File: src/rtl/seg_display_driver_if.sv
// Display-side bundle for seg_display_driver: source select, data words and the
// multiplexed seven-segment outputs.
interface seg_display_driver_if;
    logic [1:0]  sel_bits;
    logic [15:0] score_val;
    logic [15:0] random_val;
    logic [15:0] switch_val;
    logic [3:0]  an;
    logic [6:0]  seg;
    logic        dp;

    modport master (
        output sel_bits, score_val, random_val, switch_val,
        input  an, seg, dp
    );

    modport slave (
        input  sel_bits, score_val, random_val, switch_val,
        output an, seg, dp
    );
endinterface

File: src/rtl/seg_display_driver.sv
// Four-digit common-anode seven-segment scanner with frame-aligned source switching.
// Optional random-source blink is enabled by defining SEG_BLINK_EN.
module seg_display_driver #(
    parameter int unsigned REFRESH_DIV  = 100000,
    parameter int unsigned BLINK_FRAMES = 128
) (
    input  logic                 clk,
    input  logic                 reset,
    seg_display_driver_if.slave  disp
);

    localparam int unsigned     CntW    = (REFRESH_DIV > 1) ? $clog2(REFRESH_DIV) : 1;
    localparam logic [CntW-1:0] CntLast = CntW'(REFRESH_DIV - 1);

    localparam logic [1:0] SelScore  = 2'b00;
    localparam logic [1:0] SelSwitch = 2'b01;
    localparam logic [1:0] SelIdle   = 2'b10;
    localparam logic [1:0] SelRandom = 2'b11;

    localparam logic [6:0] SegDash = 7'b0111111;
    localparam logic [6:0] SegOff  = 7'b1111111;

    if (REFRESH_DIV < 2 || BLINK_FRAMES < 1) begin : g_bad_cfg
        $error("seg_display_driver: REFRESH_DIV must be >= 2 and BLINK_FRAMES >= 1");
    end

    function automatic logic [6:0] hex7(input logic [3:0] n);
        logic [6:0] s;
        unique case (n)
            4'h0: s = 7'b1000000;
            4'h1: s = 7'b1111001;
            4'h2: s = 7'b0100100;
            4'h3: s = 7'b0110000;
            4'h4: s = 7'b0011001;
            4'h5: s = 7'b0010010;
            4'h6: s = 7'b0000010;
            4'h7: s = 7'b1111000;
            4'h8: s = 7'b0000000;
            4'h9: s = 7'b0010000;
            4'hA: s = 7'b0001000;
            4'hB: s = 7'b0000011;
            4'hC: s = 7'b1000110;
            4'hD: s = 7'b0100001;
            4'hE: s = 7'b0000110;
            default: s = 7'b0001110;
        endcase
        return s;
    endfunction

    logic [CntW-1:0] cnt_q, cnt_d;
    logic [1:0]      digit_q, digit_d;
    logic [1:0]      sel_q, sel_d;
    logic [3:0]      an_q, an_d;
    logic [6:0]      seg_q, seg_d;

    logic        tick;
    logic        frame_end;
    logic        blank;
    logic [15:0] src;
    logic [3:0]  nibble;

    assign tick      = (cnt_q == CntLast);
    assign frame_end = tick && (digit_q == 2'd3);

    // Scan timing and frame-aligned source latch.
    always_comb begin
        cnt_d   = cnt_q + 1'b1;
        digit_d = digit_q;
        sel_d   = sel_q;
        if (tick) begin
            cnt_d   = '0;
            digit_d = digit_q + 2'd1;
        end
        if (frame_end) begin
            sel_d = disp.sel_bits;
        end
    end

    // Data words are sampled live; only the selection is frame-latched.
    always_comb begin
        src = 16'h0000;
        unique case (sel_q)
            SelScore:  src = disp.score_val;
            SelSwitch: src = disp.switch_val;
            SelRandom: src = disp.random_val;
            default:   src = 16'h0000;
        endcase
    end

    always_comb begin
        nibble = 4'h0;
        unique case (digit_q)
            2'd0:    nibble = src[3:0];
            2'd1:    nibble = src[7:4];
            2'd2:    nibble = src[11:8];
            default: nibble = src[15:12];
        endcase
    end

    always_comb begin
        an_d  = ~(4'b0001 << digit_q);
        seg_d = (sel_q == SelIdle) ? SegDash : hex7(nibble);
        if (blank) begin
            an_d = 4'b1111;
        end
    end

    always_ff @(posedge clk) begin
        if (reset) begin
            cnt_q   <= '0;
            digit_q <= 2'd0;
            sel_q   <= SelIdle;
            an_q    <= 4'b1111;
            seg_q   <= SegOff;
        end else begin
            cnt_q   <= cnt_d;
            digit_q <= digit_d;
            sel_q   <= sel_d;
            an_q    <= an_d;
            seg_q   <= seg_d;
        end
    end

`ifdef SEG_BLINK_EN
    localparam int unsigned      FcntW    = (BLINK_FRAMES > 1) ? $clog2(BLINK_FRAMES) : 1;
    localparam logic [FcntW-1:0] FcntLast = FcntW'(BLINK_FRAMES - 1);

    logic [FcntW-1:0] fcnt_q, fcnt_d;
    logic             phase_q, phase_d;

    // Blink state is held cleared outside the random source, so entry starts visible.
    always_comb begin
        fcnt_d  = fcnt_q;
        phase_d = phase_q;
        if (sel_q != SelRandom) begin
            fcnt_d  = '0;
            phase_d = 1'b0;
        end else if (frame_end) begin
            if (fcnt_q == FcntLast) begin
                fcnt_d  = '0;
                phase_d = ~phase_q;
            end else begin
                fcnt_d = fcnt_q + 1'b1;
            end
        end
    end

    always_ff @(posedge clk) begin
        if (reset) begin
            fcnt_q  <= '0;
            phase_q <= 1'b0;
        end else begin
            fcnt_q  <= fcnt_d;
            phase_q <= phase_d;
        end
    end

    assign blank = (sel_q == SelRandom) && phase_q;
`else
    assign blank = 1'b0;
`endif

    assign disp.an  = an_q;
    assign disp.seg = seg_q;
    assign disp.dp  = 1'b1;

endmodule

File: src/flat_wrapper.sv
// flat-port wrapper written by rule: the top's interface ports become plain ports
module seg_display_driver_flat 
#(
    parameter int unsigned REFRESH_DIV  = 100000,
    parameter int unsigned BLINK_FRAMES = 128
)
  (clk, reset, disp_sel_bits, disp_score_val, disp_random_val, disp_switch_val, disp_an, disp_seg, disp_dp);
  seg_display_driver_if disp_i ();
  input  logic clk;
  input  logic reset;
  input wire logic [$bits(disp_i.sel_bits)-1:0] disp_sel_bits;
  input wire logic [$bits(disp_i.score_val)-1:0] disp_score_val;
  input wire logic [$bits(disp_i.random_val)-1:0] disp_random_val;
  input wire logic [$bits(disp_i.switch_val)-1:0] disp_switch_val;
  output wire logic [$bits(disp_i.an)-1:0] disp_an;
  output wire logic [$bits(disp_i.seg)-1:0] disp_seg;
  output wire logic [$bits(disp_i.dp)-1:0] disp_dp;
  assign disp_i.sel_bits = disp_sel_bits;
  assign disp_i.score_val = disp_score_val;
  assign disp_i.random_val = disp_random_val;
  assign disp_i.switch_val = disp_switch_val;
  assign disp_an = disp_i.an;
  assign disp_seg = disp_i.seg;
  assign disp_dp = disp_i.dp;
  seg_display_driver #(.REFRESH_DIV(REFRESH_DIV), .BLINK_FRAMES(BLINK_FRAMES)) u_core (.clk(clk), .reset(reset), .disp(disp_i));
endmodule
File: config.mk
export PLATFORM = sky130hd
export DESIGN_NAME = seg_display_driver_flat
export DESIGN_NICKNAME = d
export VERILOG_FILES = /design/src/rtl/seg_display_driver_if.sv /design/src/rtl/seg_display_driver.sv /design/src/flat_wrapper.sv
export SDC_FILE = /design/constraint.sdc
export NUM_CORES = 1
export LEC_CHECK = 0
export CAP_MARGIN = 30
export CORE_MARGIN = 8
export CORE_UTILIZATION = 35
export CTS_BUF_LIST = sky130_fd_sc_hd__clkbuf_8
export DETAILED_ROUTE_END_ITERATION = 8
export HOLD_SLACK_MARGIN = 0.06
export PLACE_DENSITY = 0.66
export SYNTH_ARGS = -nofsm -noshare
export SYNTH_HDL_FRONTEND = slang
export SYNTH_SLANG_ARGS = --single-unit
File: constraint.sdc
create_clock -name clk -period 2.05 [get_ports clk]
set_input_delay 0.615 -clock clk [delete_from_list [all_inputs] [get_ports clk]]
set_output_delay 0.615 -clock clk [all_outputs]
set_load 0.005 [all_outputs]
# Word level (Yosys, flattened, before mapping)
# Memories as Yosys holds them, arrays and structs flattened.
# Cells that the tools add are included.
# op_classes
n_div	0
mul	0
n_addsub	2
n_reduce_logical	5
shift	1
n_eq_ne	7
mux	3
order_cmp	0
n_bitwise	1
# op_table
cell	count
$pmux W16 S3	1
$add A17 B1 Y17 const B	1
$eq A17 B17 Y1 const B	1
$pmux W4 S3	1
$eq A2 B2 Y1 const B	4
$mux W7	1
$eq A2 B1 Y1 const B	2
$logic_not A2 Y1	2
$not A4 Y4	1
$reduce_or A2 Y1	2
$shl A1 B2 Y4 const A	1
$add A2 B1 Y2 const B	1
$logic_and A1 B1 Y1	1
# totals
word_cells	26
ff_bits	32
latch_bits	0
input_bits	52
memories	1
mem_bits_rw	0
output_inout_bits	12
rom_bits	112
# mem_list
memory	depth	width	read_ports	rd_ports_with_merged_regs	write_ports	line_no	text
(name not given)	16	7	1	0	0	seg_display_driver.sv:29	unique case (n)

# Longest topological paths before layout
# An unclocked memory read counts as a cell.
# logic_depth
depth_word	5
mapped_depth	13
ltp_nobuf	12

# Worst setup path after synthesis
# No wires, ideal clock.
# synth_timing
kind	register -> register
from	register u_core.digit_q[0]
to	register u_core.seg_q[3] (netlist: u_core.disp.seg[3])
stages_incl_launch_ff	12
required_ns	1.990
slack_ns	-0.213
arrival_ns	2.203
synth_period_minus_slack_ns	2.263
setup_ns	0.060
n_path_buf	1
cell_sequence	dfxtp_1 -> ha_1 -> clkbuf_1 -> a21oi_1 -> o2bb2ai_1 -> a31oi_1 -> inv_1 -> ha_1 -> inv_1 -> mux2i_1 -> mux2_2 -> nand2_1
# synth_via
elab_chain_len	3
elab_cells_between_ends	5
classes_between	eq/ne (2); mux (1); reduce/logical (1); memory (1)
# synth_lines
item	line_no	text
start: declaration	seg_display_driver.sv:51	logic [1:0] digit_q, digit_d;
start signal: assignment	seg_display_driver.sv:117	digit_q <= digit_d;
$eq A2 B2 Y1 (tied with other cells)	seg_display_driver.sv:92	unique case (digit_q)
$pmux W4 S3 *	seg_display_driver.sv:92	
$mem_v2 Z16 W7 *	--	
end signal: assignment	seg_display_driver.sv:114	seg_q <= SegOff;
end signal: assignment	seg_display_driver.sv:120	seg_q <= seg_d;
end: declaration	seg_display_driver.sv:54	logic [6:0] seg_q, seg_d;
# Every way passes the cells marked *; elsewhere a longest branch is shown, timed or not.
# A chain may end at the register's enable or synchronous reset.

# Final worst setup path
# layout_timing
from	input port disp_score_val[9]
to	register u_core.seg_q[3] (netlist: u_core.disp.seg[3])
# layout_via
elab_chain_len	3
# layout_lines
item	line_no	text
start: declaration	flat_wrapper.sv:12	input wire logic [$bits(disp_i.score_val)-1:0] disp_score_val;
$pmux W16 S3	seg_display_driver.sv:82	unique case (sel_q)
$pmux W4 S3	seg_display_driver.sv:92	
$mem_v2 Z16 W7	--	
# No other way between the ends.

==> key figures <==
Finish
  – Ratio of cells with drive above 1 in the final layout: 24.0%
  – Area Overhead vs Synth: 60.2%
  – Post-route insts no fill: 401
  – Fillers: around 490
  – Diode count: 0
  – Layout net count: 393
  – Final Util: 57.9%

GRT
  – Pin count of the biggest net entering global routing: 32
  – Initial antenna violation count: 0
  – Gr usage total: 13.3%
  – First-pass GRT wire length: just over 9000 µm
  – Vias in the first global route: a little under 2,000
  – Total gr overflow: 0

STA
  – Max Fclk: 491 MHz
  – Final setup fails: 0
  – Post-route clock period utilization: 99.3%
  – Final Critical Period: slightly above 2 ns
  – Fin Clk Skew: roughly 0.0082 ns
  – WHS: between 0.4 and 0.5 ns
  – Setup ws final: 0.0140 ns
  – Final Hold Viols: 0
  – RSZ-0062 raised after global routing: true
  – Final Max Slew Viols: 0

Route
  – DRT Pass-1 Iters: 4
  – Wire length per cell: roughly 14 µm
  – Met2 routed WL: 2630 µm
  – 1st-iter DRT viols: 48
  – Top Layer Used: met4
  – Via count: around 2,000
  – Drt drc: 0
  – Final wirelength: about 5700 µm
  – M1 WL: roughly 2700 µm
  – ANT nets after route: 0
  – Vias/cell: 4.92
  – DR WL met3: 348 µm

Logic synthesis
  – Mapped Cells: about 240
  – Most common library cells after synthesis: dfxtp_1, nor2_1, mux2i_1, nand2_1, nand3_1
  – XOR/XNOR Fraction of Synth Area: 7.04%
  – Post-Synth Simple-Gate Area: 20.4%
  – Post-Syn Nets: 300
  – Netlist cell types: 40
  – Post-synth EDFFs: 0
  – Largest family of logic cells by synthesized area: simple AND/OR/NAND/NOR gates
  – Main flop type after synthesis: dfxtp_1
  – Post-synthesis compound-gate area fraction: between 10% and 20%
  – Yosys warnings: 0
  – Yosys top cell area share: between 30% and 40%
  – Asr flop ratio synth: 0%
  – FF+latch count, synth: 32
  – Area contributors post-synth: dfxtp_1, mux2i_1, ha_1, nor2_1, xor2_1
  – Area leader, netlist: dfxtp_1
  – Adder-Cell Fraction of Synth Area: under 10%
  – Top-count cell post-synth: dfxtp_1
  – Seq/Total Area, Yosys: roughly 32%
  – Syn avg cell area: around 8.5 µm²
  – Synthesized cell area: between 0.0015 and 0.002 mm²
  – Multiplexer area fraction after synthesis: 11.2%

Clock network
  – CTS tree: yes
  – Clk_lat worst skew: between 0.2 and 0.3 ns
  – Clock sinks: 32
  – CTS Root Cell: clkbuf_8
  – H-tree depth: 2
  – Clk buf depth: 2
  – Clock transition at path regs: 0.07 ns
  – CTS Buf Count: 5

Die
  – Die area: 0.00836 mm²
  – Die Y: 91.4 µm
  – Site Rows: 27
  – Die X: slightly above 90 µm
  – Total I/O pin count: between 60 and 70
  – Core ar.: around 0.0055 mm²
  – Initial Utilization: 36.2%

Worst setup path
  – Worst R2R Path Depth: 10
  – Crit Reg-Reg Endpoint: u_core.disp.seg[6]
  – CP Cell Sequence: clkdlybuf4s50_1 > a21o_1 > nand3_2 > a31oi_4 > inv_4 > ha_4 > inv_2 > mux2i_1 > mux2_4 > nand2_1
  – RR Startpoint: u_core.sel_q[1]
  – Crit path DAT: about 2.2 ns
  – Crit path max-delay cell type: clkdlybuf4s50_1
  – WP depth: 10
  – R2r setup slk: approximately 0.040 ns
  – WP buf/inv: 3
  – Crit-path max cell delay: between 0.4 and 0.5 ns
  – CP Max Fanout: 3
  – Crit Path Class: input pin to flop
  – Worst setup SP type: input pin
  – Worst Path Required: roughly 2.2 ns
  – Crit end category: flop
  – Cell family with the largest share of critical-path delay: buffers and inverters

Place
  – Post-Place Setup Slack: -0.553 ns
  – Final GP Congestion: about 0.83
  – Post-detail-place hpwl: 4150 µm
  – # placed instances: 385
  – IO Port Bufs: 62

Pwr
  – Pwr/cell area: roughly 420 mW/mm²
  – Peak VDD IR: around 0.37 mV
  – P_leak: ~1.4 nW

Worst hold path
  – Worst Min Path Start: u_core.cnt_q[0]
  – Min-Delay Path Depth: 1
  – Hold Path Class: flop to flop
  – Hold-critical path endpoint: u_core.cnt_q[0]

Run
  – Max Cap Viol: 0

Run status
  – Outcome: completed
area by class of cell:
cell class,count,area [µm²],area share [%]
clock buffer,5,68.8,2.16
clock inverter,3,38.8,1.22
sequential,32,647,20.3
timing repair buffer,99,925,29.0
tap,72,90.1,2.82
multi-input combinational,178,1370,43.1
inverter,12,47.5,1.49
logic make-up after synthesis:
kind of cell / Yosys count
compound gates: 40
other cells: 1
simple gates: 86
buf+inv: 25
mux: 22
xor+xnor: 16
fa+ha+maj: 13
flops: 32
per-layer routing:
metal | track usage [%] | up-vias
li1 | - | 991
met1 | 16.9 | 927
met2 | 21.6 | 47
met3 | 3.62 | 8
met4 | 3.27 | 0
met5 | 0 | -
timing repair:
item,CTS,global route
gates cloned,1,0
pin swaps,19,12
hold buffers,0,0
gates resized for setup,41,26
endpoints found under the setup margin,7,6
buffers inserted,4,3
worst max path at each step:
stage	startpoint	end	slack [ns]
after floorplan	disp_score_val[8]	u_core.disp.seg[3]	-0.01
after global placement	disp_score_val[8]	u_core.disp.seg[3]	-0.53
after detailed placement	disp_score_val[8]	u_core.disp.seg[3]	-0.55
after CTS	u_core.digit_q[0]	u_core.disp.seg[6]	0.002
after global routing	u_core.sel_q[1]	u_core.disp.seg[3]	-0.04
final	disp_score_val[9]	u_core.disp.seg[3]	0.01
power breakdown:
part           switching [mW]  internal [mW]  leakage [nW]
Sequential            0.00501          0.627         0.260
Clock                   0.237          0.356        0.0593
Combinational          0.0372         0.0916          1.11
Total                   0.280           1.07          1.43
cell usage in the layout, fill, tap and decap left out, drive strengths merged, types with 11 or more instances in the layout:
master         count
nand3             14
nor2              30
inv               13
mux2i             20
dlygate4sd2       18
dfxtp             32
buf               37
clkdlybuf4s50     35
ha                13
xor2              11
nand2             20
state kept, by name (all words and copies together) (netlist names):
signal,cells
u_core.sel_q,2
u_core.disp.an,4
u_core.cnt_q,17
u_core.disp.seg,7
u_core.digit_q,2
stage by stage:
stage / TNS [ns] / power [mW] / instance area, µm²
2_1_floorplan: -0.0105 / 0.680 / 2040
3_3_place_gp: -3.15 / 0.785 / 2880
3_5_place_dp: -3.36 / 0.786 / 2880
4_1_cts: 0 / 1.37 / 3080
5_1_grt: -0.0733 / 1.41 / 3190
6_report: 0 / 1.35 / 3190
(Power assumes the default switching activity.)
